### config.mk
export PLATFORM = sky130hd
export DESIGN_NAME = instr_fetch_unit
export DESIGN_NICKNAME = d
export VERILOG_FILES = /design/src/rtl/instr_fetch_unit.sv
export SDC_FILE = /design/constraint.sdc
export NUM_CORES = 1
export LEC_CHECK = 0
export ABC_AREA = 1
export ABC_CLOCK_PERIOD_IN_PS = 7000
export CORE_MARGIN = 3
export CORE_UTILIZATION = 45
export CTS_BUF_LIST = sky130_fd_sc_hd__clkbuf_4 sky130_fd_sc_hd__clkbuf_8
export CTS_CLUSTER_DIAMETER = 100
export CTS_CLUSTER_SIZE = 8
export DETAILED_ROUTE_END_ITERATION = 12
export PLACE_DENSITY = 0.78
export SKIP_CTS_REPAIR_TIMING = 1
export SLEW_MARGIN = 20
export SYNTH_ARGS = -nofsm -noshare
export SYNTH_HDL_FRONTEND = slang
export SYNTH_SLANG_ARGS = --single-unit
export TNS_END_PERCENT = 1
### constraint.sdc
create_clock -name clk -period 7 [get_ports clk]
set_input_delay 1.4 -clock clk [delete_from_list [all_inputs] [get_ports clk]]
set_output_delay 1.4 -clock clk [all_outputs]
set_load 0.1 [all_outputs]
### src/rtl/instr_fetch_unit.sv
// Instruction fetch/issue stage: walks instruction memory with a PC, assembles one- and
// two-word instructions, and handles reset/interrupt vectors, redirects and stalls.
module instr_fetch_unit #(
  parameter int unsigned       ADDR_W    = 16,
  parameter logic [ADDR_W-1:0] RESET_VEC = '0,
  parameter logic [ADDR_W-1:0] INT_VEC   = ADDR_W'(1)
) (
  input  logic              clk,
  input  logic              rst,
  output logic [ADDR_W-1:0] imem_addr,
  input  logic [15:0]       imem_rdata,
  input  logic              stall,
  input  logic              redirect_en,
  input  logic [ADDR_W-1:0] redirect_pc,
  input  logic              intr,
  output logic [15:0]       ir_out,
  output logic [15:0]       imm_out,
  output logic              ir_valid,
  output logic [ADDR_W-1:0] next_pc,
  output logic              int_ack,
  output logic [ADDR_W-1:0] int_ret_pc
);

  typedef enum logic [1:0] {StRvec, StFetch, StImm, StIvec} state_e;

  state_e            state_q;
  logic [ADDR_W-1:0] pc_q;
  logic [ADDR_W-1:0] pc_inc;
  logic              int_pend_q;
  logic              take_int;
  logic              two_word;

  assign pc_inc   = pc_q + ADDR_W'(1);
  // LDM, LDD and STD carry a second immediate word.
  assign two_word = imem_rdata[15:11] inside {5'b00111, 5'b01110, 5'b01111};
  assign take_int = (state_q == StFetch) && !redirect_en && !stall && int_pend_q;

  always_comb begin
    imem_addr = pc_q;
    unique case (state_q)
      StRvec:  imem_addr = RESET_VEC;
      StIvec:  imem_addr = INT_VEC;
      default: imem_addr = pc_q;
    endcase
  end

  always_ff @(posedge clk or posedge rst) begin
    if (rst) begin
      state_q    <= StRvec;
      pc_q       <= '0;
      ir_out     <= 16'hF800;
      imm_out    <= '0;
      ir_valid   <= 1'b0;
      next_pc    <= '0;
      int_ack    <= 1'b0;
      int_ret_pc <= '0;
      int_pend_q <= 1'b0;
    end else begin
      // A request arriving in the same cycle as a take stays pending.
      int_pend_q <= (int_pend_q & ~take_int) | intr;
      int_ack    <= 1'b0;
      unique case (state_q)
        StRvec: begin
          pc_q     <= imem_rdata[ADDR_W-1:0];
          ir_valid <= 1'b0;
          state_q  <= StFetch;
        end
        StFetch: begin
          if (redirect_en) begin
            pc_q     <= redirect_pc;
            ir_valid <= 1'b0;
          end else if (stall) begin
            // hold
          end else if (int_pend_q) begin
            int_ret_pc <= pc_q;
            int_ack    <= 1'b1;
            ir_valid   <= 1'b0;
            state_q    <= StIvec;
          end else begin
            ir_out <= imem_rdata;
            pc_q   <= pc_inc;
            if (two_word) begin
              ir_valid <= 1'b0;
              state_q  <= StImm;
            end else begin
              ir_valid <= 1'b1;
              next_pc  <= pc_inc;
            end
          end
        end
        StImm: begin
          if (redirect_en) begin
            pc_q     <= redirect_pc;
            ir_valid <= 1'b0;
            state_q  <= StFetch;
          end else if (!stall) begin
            imm_out  <= imem_rdata;
            pc_q     <= pc_inc;
            next_pc  <= pc_inc;
            ir_valid <= 1'b1;
            state_q  <= StFetch;
          end
        end
        StIvec: begin
          pc_q     <= imem_rdata[ADDR_W-1:0];
          ir_valid <= 1'b0;
          state_q  <= StFetch;
        end
        default: state_q <= StRvec;
      endcase
    end
  end

endmodule

# ---- Yosys cells after proc, flatten, opt, wreduce, memory -nomap -nowiden
# Cells that the tools add are included.
dict set report classes {
  addsub 1
  eq_ne 16
  muxes 31
  n_bitwise 6
  reduce_logical 16
}
# cell n
set op_table {}
lappend op_table {{two-way mux 16 bit} 10}
lappend op_table {{case mux 16 bit (2 select lines)} 2}
lappend op_table {{case mux 16 bit (3 select lines)} 1}
lappend op_table {{adder 16 x 1 -> 16 bit, second input constant} 1}
lappend op_table {{two-way mux 2 bit} 6}
lappend op_table {{inequality test 2 bit, second input constant} 6}
lappend op_table {{inequality test 3 bit, second input constant} 4}
lappend op_table {{AND reduction 4 bit} 3}
lappend op_table {{== test 5 x 4 -> 1 bit, second input constant} 2}
lappend op_table {{two-way mux 1 bit} 10}
lappend op_table {{AND reduction 7 bit} 1}
lappend op_table {{case mux 2 bit (3 select lines)} 1}
lappend op_table {{AND reduction 3 bit} 2}
lappend op_table {{== test 5 x 3 -> 1 bit, second input constant} 1}
lappend op_table {{== test 2 bit, second input constant} 2}
lappend op_table {{inverter 1 bit} 4}
lappend op_table {{logical AND 1 bit} 3}
lappend op_table {{case mux 1 bit (3 select lines)} 1}
lappend op_table {{nonzero test 3 bit} 1}
lappend op_table {{== test 2 x 1 -> 1 bit, second input constant} 1}
lappend op_table {{logical NOT 1 bit} 2}
lappend op_table {{logical NOT 2 bit} 1}
lappend op_table {{AND reduction 2 bit} 1}
lappend op_table {{nonzero test 2 bit} 1}
lappend op_table {{3 further kinds} 3}
dict set report totals {
  ff_bits 85
  word_cells 79
}

# ---- Logic depth before layout (Yosys ltp)
# Gate-level depths: netlist of run 1.
dict set report depth {
  word_depth 7
  mapped_depth 11
  ltp_nobuf 11
}

# ---- Least setup slack after synthesis of run 1
# OpenSTA, ideal clock, no wires.
dict set report synth_timing {
  path_kind {reg2out}
  startpoint {register state_q[0]}
  endpoint {output imem_addr[0]}
  arrival_ps 3215
  path_slack_ps 2385
  stages_incl_launch_ff 6
  path_buffers 2
  cell_sequence {dfrtp_1 -> inv_1 -> ha_1 -> buf_2 -> clkbuf_1 -> o21ai_0}
}
dict set report synth_via {
  elab_chain_cells 2
  elab_cells_between_ends 3
  cone_classes {eq/ne (1); mux (1); reduce/logical (1)}
}
# element line_no
set synth_rtl {}
lappend synth_rtl {{from (decl)} 26} ;# state_e state_q;
lappend synth_rtl {{from (signal assigned)} 49} ;# state_q <= StRvec;
lappend synth_rtl {{from (signal assigned)} 66} ;# state_q <= StFetch;
lappend synth_rtl {{from (signal assigned)} 78} ;# state_q <= StIvec;
lappend synth_rtl {{== test 2 bit / logical NOT 2 bit (equally long branches)} 40} ;# unique case (state_q)
lappend synth_rtl {{case mux 16 bit (2 select lines) *} 40}
lappend synth_rtl {{to (decl)} 10} ;# output logic [ADDR_W-1:0] imem_addr,
# Every way passes the cells marked *; elsewhere a longest branch is shown, timed or not.

# ---- Final worst setup path of run 1
# Same ends and word-level chain as after synthesis.

==> results.json, run 1 <==
{
  "dp_hpwl_um": 8010,
  "synthesis.area_sq_mm": 0.00415,
  "min_period_ns": 4.28,
  "cts.htree.levels": 3,
  "die_x_um": 102,
  "syn_inst": 509,
  "hold_slack_ns": 0.484,
  "rows": 34,
  "grt_usage_pct": 21.3,
  "cts_made_buffers": 9,
  "crit_fanout": 43,
  "initial_core_util_pct": 46.8,
  "antenna_found_initial": 0,
  "synth_compound_gate_area_share_pct": 14.2,
  "path_cells": "inv_1 > ha_1 > buf_4 > nand2_1 > o21ai_0 > clkdlybuf4s50_1",
  "yosysSeqAreaShare_pct": 51.5,
  "num_io_pins": 119,
  "tns_ns": 0,
  "grt_pass1_vias": 3557,
  "maxClockFrequency_mhz": 234,
  "synthSimpleGateAreaFrac_pct": 23.5,
  "cts_buffer_depth": 2,
  "finalSetupViolations": 0,
  "port_buffers": 118,
  "place_area_sq_mm": 0.00535,
  "clk_latency_ns": 0.35,
  "wl_per_cell_um": 14.6,
  "critPathMaxStageDelay_ns": 1.16,
  "globalplace.congestion": 0.860,
  "slew_violations": 0,
  "synthMuxAreaShare_pct": 0,
  "slew_headroom_pct": 32.5,
  "vias": 3691,
  "clk_pin_slew_ns": 0.08,
  "cpMaxStageDelayCell": "clkdlybuf4s50_1",
  "wl_um": 10700,
  "layout-drive-gt1-share_pct": 9.31,
  "route.detailed.drc": 0,
  "worst-endpoint-arrival_ns": 2.88,
  "overflow": 0,
  "dr.pass1.iters": 4,
  "cts_tree": "yes",
  "design_area_sq_mm": 0.00556,
  "cts_root_buf": "clkbuf_8",
  "fin_crit_sh_pct": 61.1,
  "cp-end-kind": "primary output",
  "die_h_um": 102,
  "synth.net_count": 551,
  "drt_iter0_drc": 232,
  "grt_setup_unrepaired": "no",
  "crit_path_start_kind": "register",
  "min_path_type": "reg -> reg",
  "antennaDiodeCount": 0,
  "drv_cap": 0,
  "synth.avg_cell_area_sq_um": 8.14,
  "coreArea_sq_mm": 0.00885,
  "fin_nets": 660,
  "worst-path-buf-inv": 3,
  "yosysUniqueCellTypes": 33,
  "worstMarginPinSlew_ns": 1.01,
  "die-area_sq_mm": 0.0104,
  "fin_skew_ns": 0.00779,
  "synth_top_family_by_area": "simple AND/OR/NAND/NOR gates",
  "cts_sinks": 85,
  "crit_required_ns": 5.60,
  "grt_max_degree": 86,
  "crit_family": "buffers and inverters",
  "synth_warnings": 0,
  "yosys_register_bits": 85,
  "drtAntennaViolNets": 0,
  "worst-setup-path-type": "reg -> out",
  "area_delta_synth_final_pct": 34.0,
  "vias_per_cell": 5.05,
  "synth_fa_ha_area_share_pct": 1.51,
  "synth-xor-area-share_pct": 1.48,
  "outcome": "finished clean",
  "grt_pass1_wl_um": 17400,
  "hold_viol_final": 0
}
synth_stat cells:
library cell	number	area share, %
a211oi_1	1	0.18
a21oi_1	13	1.6
a21oi_2	12	2.5
a21oi_4	1	0.39
buf_2	13	1.6
buf_4	2	0.36
buf_6	3	0.81
clkbuf_1	4	0.36
clkbuf_2	1	0.12
dfrtp_1	80	48
dfstp_2	5	3.2
ha_1	5	1.5
inv_1	45	4.1
inv_2	3	0.27
inv_6	1	0.21
nand2_1	182	16
nand2_2	2	0.30
nand2_4	2	0.54
nand3_1	12	1.4
nand3_2	1	0.24
nand4_1	3	0.45
nor2_1	29	2.6
nor2_2	5	0.75
nor2_4	1	0.27
nor3_2	1	0.24
o211ai_1	3	0.54
o21ai_0	52	6.3
o21ai_1	13	1.6
o21ai_2	4	0.85
o21bai_1	1	0.18
o22ai_1	1	0.15
or2_0	1	0.15
xor2_1	7	1.5
layout make-up:
cell class | instances | area, sq um
inverters | 49 | 190
clock inverters | 5 | 61.3
well taps | 108 | 135
repair buffers | 121 | 1210
flip-flops and latches | 85 | 2130
clock buffers | 11 | 139
multi-input cells | 352 | 1690
fillers | 766 | 3290
state kept, by name, summed over array words and instances, names as in the netlist:
| signal | flops |
|---|---|
| int_ack | 1 |
| imm_out | 16 |
| int_pend_q | 1 |
| ir_valid | 1 |
| next_pc | 16 |
| ir_out | 16 |
| int_ret_pc | 16 |
| pc_q | 16 |
| state_q | 2 |
layer usage:
layer  track usage [%]  routed length (um)  vias up
met2              35.2                5020      134
met1              28.0                4770     1716
met4              7.47                 203        0
li1                  -                   -     1824
met5                 0                   0        -
met3              4.37                 679       17
worst reg2reg max path, cell delays in order, from the launching register on:
cell and delay (ns):
dfrtp_1 0.41, inv_1 0.10, ha_1 0.23, inv_1 0.08, or2_0 0.22, nand2_1 0.57, inv_2 0.25, nand2_1 0.12
nand2_1 0.05
through the flow:
| stage | util, % | cells | setup WS [ns] |
|---|---|---|---|
| global route | 62.8 | 731 | 2.54 |
| detailed placement | 60.5 | 715 | 3.10 |
| floorplan | - | 509 | 2.39 |
| global placement | 60.5 | 715 | 3.14 |
| CTS | 62.7 | 731 | 2.69 |
| finish | 62.8 | 731 | 2.72 |
final timing paths:
path / start / endpoint / slack, ns / cells after the start
hold / removal: next_pc[13]$_DFFE_PP0P_ / next_pc[13]$_DFFE_PP0P_ / 0.48 / 2
min in group asynchronous: rst / imm_out[6]$_DFFE_PP0P_ / 1.54 / 3
hold reg to reg: next_pc[13]$_DFFE_PP0P_ / next_pc[13]$_DFFE_PP0P_ / 0.48 / 2
max in group asynchronous: rst / pc_q[12]$_DFFE_PP0P_ / 4.90 / 3
setup reg to reg: state_q[1]$_DFFE_PP0P_ / next_pc[15]$_DFFE_PP0P_ / 4.87 / 8
setup / recovery: state_q[0]$_DFFE_PP0P_ / imem_addr[0] / 2.72 / 6
kinds of logic after synthesis:
kind of cell	count (synthesis)
compound gates	101
xor+xnor	7
fa+ha+maj	5
buf+inv	72
flops	85
simple gates	239
layout by cell type, fill, tap and decap left out:
master / n
a211oi_1: 1
a21oi_1: 13
a21oi_2: 12
a21oi_4: 1
buf_4: 2
buf_6: 1
bufinv_16: 1
clkbuf_4: 2
clkbuf_8: 9
clkdlybuf4s50_1: 118
clkinv_2: 1
clkinv_4: 1
clkinvlp_4: 3
dfrtp_1: 80
dfstp_2: 5
ha_1: 5
inv_1: 44
inv_2: 3
inv_6: 1
nand2_1: 182
nand2_2: 2
nand2_4: 2
nand3_1: 12
nand3_2: 1
nand4_1: 3
nor2_1: 29
nor2_2: 5
nor2_4: 1
nor3_2: 1
o211ai_1: 3
o21ai_0: 52
o21ai_1: 13
o21ai_2: 4
o21bai_1: 1
o22ai_1: 1
or2_0: 1
xor2_1: 7
Power of run 1 is not shown: default switching activity piles up to over one toggle a cycle in this logic, so the estimate is an artifact.
==> run 2: changes to the inputs <==
--- a/config.mk
+++ b/config.mk
@@ -6,7 +6,7 @@
 export NUM_CORES = 1
 export LEC_CHECK = 0
 export ABC_AREA = 1
-export ABC_CLOCK_PERIOD_IN_PS = 7000
+export ABC_CLOCK_PERIOD_IN_PS = 4300
 export CORE_MARGIN = 3
 export CORE_UTILIZATION = 45
 export CTS_BUF_LIST = sky130_fd_sc_hd__clkbuf_4 sky130_fd_sc_hd__clkbuf_8
==> constraint.sdc (replaced) <==
create_clock -name clk -period 4.3 [get_ports clk]
set_input_delay 0.86 -clock clk [delete_from_list [all_inputs] [get_ports clk]]
set_output_delay 0.86 -clock clk [all_outputs]
set_load 0.1 [all_outputs]
==> run 2 against run 1 <==
  * Final cell count up 0.27%
  * Utilization down 0.16 points
  * Via count up 0.46%
  * Sequential share of layout area up 0.095 points
  * Hold slack better by 0.0054 ns
  * Critical path type unchanged
==> results.json, run 2 (synthesis gave the netlist of run 1 again) <==
{
  "outcome": "finished clean",
  "worst-setup-path-type": "reg -> out",
  "crit_path_start_kind": "register",
  "mostFrequentLayoutCell": "nand2_1",
  "clk_pin_slew_ns": 0.08,
  "grt_pass1_wl_um": 17800,
  "hp-start": "int_ret_pc[2]$_DFFE_PP0P_",
  "crit_fanout": 22,
  "reg2reg_depth": 9,
  "die_h_um": 102,
  "worst-endpoint-arrival_ns": 2.25,
  "cts_tree": "yes",
  "hold_depth": 2,
  "port_buffers": 118,
  "drv_cap": 0,
  "vias_per_cell": 5.06,
  "grt_setup_unrepaired": "no",
  "initial_core_util_pct": 46.8,
  "num_io_pins": 119,
  "clk_latency_ns": 0.36,
  "fill_cells": 760,
  "wl_um": 11000,
  "r2r-end": "pc_q[10]$_DFFE_PP0P_",
  "reg2reg_slack_ns": 2.22,
  "grt_max_degree": 33,
  "fin_skew_ns": 0.00718,
  "tns_ns": 0,
  "crit_required_ns": 3.44,
  "cp-end-kind": "primary output",
  "cts_made_buffers": 9,
  "finalSetupViolations": 0,
  "cts_buffer_depth": 2,
  "cts.htree.levels": 3,
  "globalplace.congestion": 0.896,
  "dp_hpwl_um": 8410,
  "endpoint": "imem_addr[0]",
  "layout-drive-gt1-share_pct": 12.2,
  "dr.pass1.iters": 4,
  "crit_start": "state_q[0]$_DFFE_PP0P_",
  "maxClockFrequency_mhz": 322,
  "worstMarginPinSlew_ns": 0.993,
  "min_path_type": "reg -> reg",
  "overflow": 0,
  "antenna_found_initial": 0,
  "slew_headroom_pct": 33.6,
  "die_x_um": 102,
  "final_cell_mix": "nand2_1 (182), clkdlybuf4s50_1 (102), dfrtp_1 (80)",
  "place_area_sq_mm": 0.00533,
  "grt_usage_pct": 21.9,
  "hold_viol_final": 0,
  "cts_root_buf": "clkbuf_8",
  "min_period_ns": 3.11,
  "antennaDiodeCount": 0,
  "route.detailed.drc": 0,
  "die-area_sq_mm": 0.0104,
  "drt_iter0_drc": 207,
  "r2r-start": "state_q[0]$_DFFE_PP0P_",
  "fin_nets": 662,
  "drtAntennaViolNets": 0,
  "grt_pass1_vias": 3699,
  "vias": 3708,
  "wl_per_cell_um": 15.0,
  "coreArea_sq_mm": 0.00885,
  "slew_violations": 0,
  "design_area_sq_mm": 0.00554,
  "cts_sinks": 85,
  "rows": 34,
  "area_delta_synth_final_pct": 33.7,
  "fin_crit_sh_pct": 72.3
}
run 2: cell types whose count changed in the layout (fill, tap and decap cells not counted), moves of 2 or more:
cell             before  now
buf_4                 2   21
clkdlybuf4s50_1     118  102
clkbuf_8              9   12
clkinvlp_4            3    1
run 2: layout make-up:
class | count | area, sq um | share of cell area (%)
flip-flops and latches | 85 | 2130 | 38.5
multi-input cells | 352 | 1690 | 30.5
repair buffers | 123 | 1180 | 21.3
inverters | 49 | 190 | 3.43
clock buffers | 13 | 173 | 3.12
well taps | 108 | 135 | 2.44
clock inverters | 3 | 42.5 | 0.768
run 2: layer usage:
layer,part of all wire (%),wire length (um),track usage (%)
met5,0,0,0
met1,45,4910,29.5
met2,46,5110,35.2
met3,6.3,693,3.75
met4,2.6,285,9.28
run 2: how the worst min path moves through the flow:
stage / end / slack [ns]
2_1_floorplan: pc_q[15]$_DFFE_PP0P_ / 0.47
3_3_place_gp: int_ret_pc[5]$_DFFE_PP0P_ / 0.47
3_5_place_dp: int_ret_pc[2]$_DFFE_PP0P_ / 0.47
4_1_cts: int_ret_pc[2]$_DFFE_PP0P_ / 0.49
5_1_grt: int_ret_pc[1]$_DFFE_PP0P_ / 0.51
6_report: int_ret_pc[2]$_DFFE_PP0P_ / 0.49
run 2: worst max-delay path, stage by stage (launching register included):
cell and delay (ns):
dfrtp_1 0.41, inv_1 0.08, ha_1 0.57, buf_4 0.35, nand2_1 0.08, o21ai_0 0.09
buf_4 0.32
run 2: stage by stage:
stage	hold WS [ns]	instances	worst slack, ns	utilization (%)
final	0.489	733	1.19	62.6
after global routing	0.510	733	1.03	62.6
after CTS	0.495	733	1.16	62.6
after detailed placement	0.474	717	1.36	60.2
after global placement	0.467	717	1.44	60.2
after floorplan	0.467	509	0.225	-
Power of run 2 is left out for the same reason.
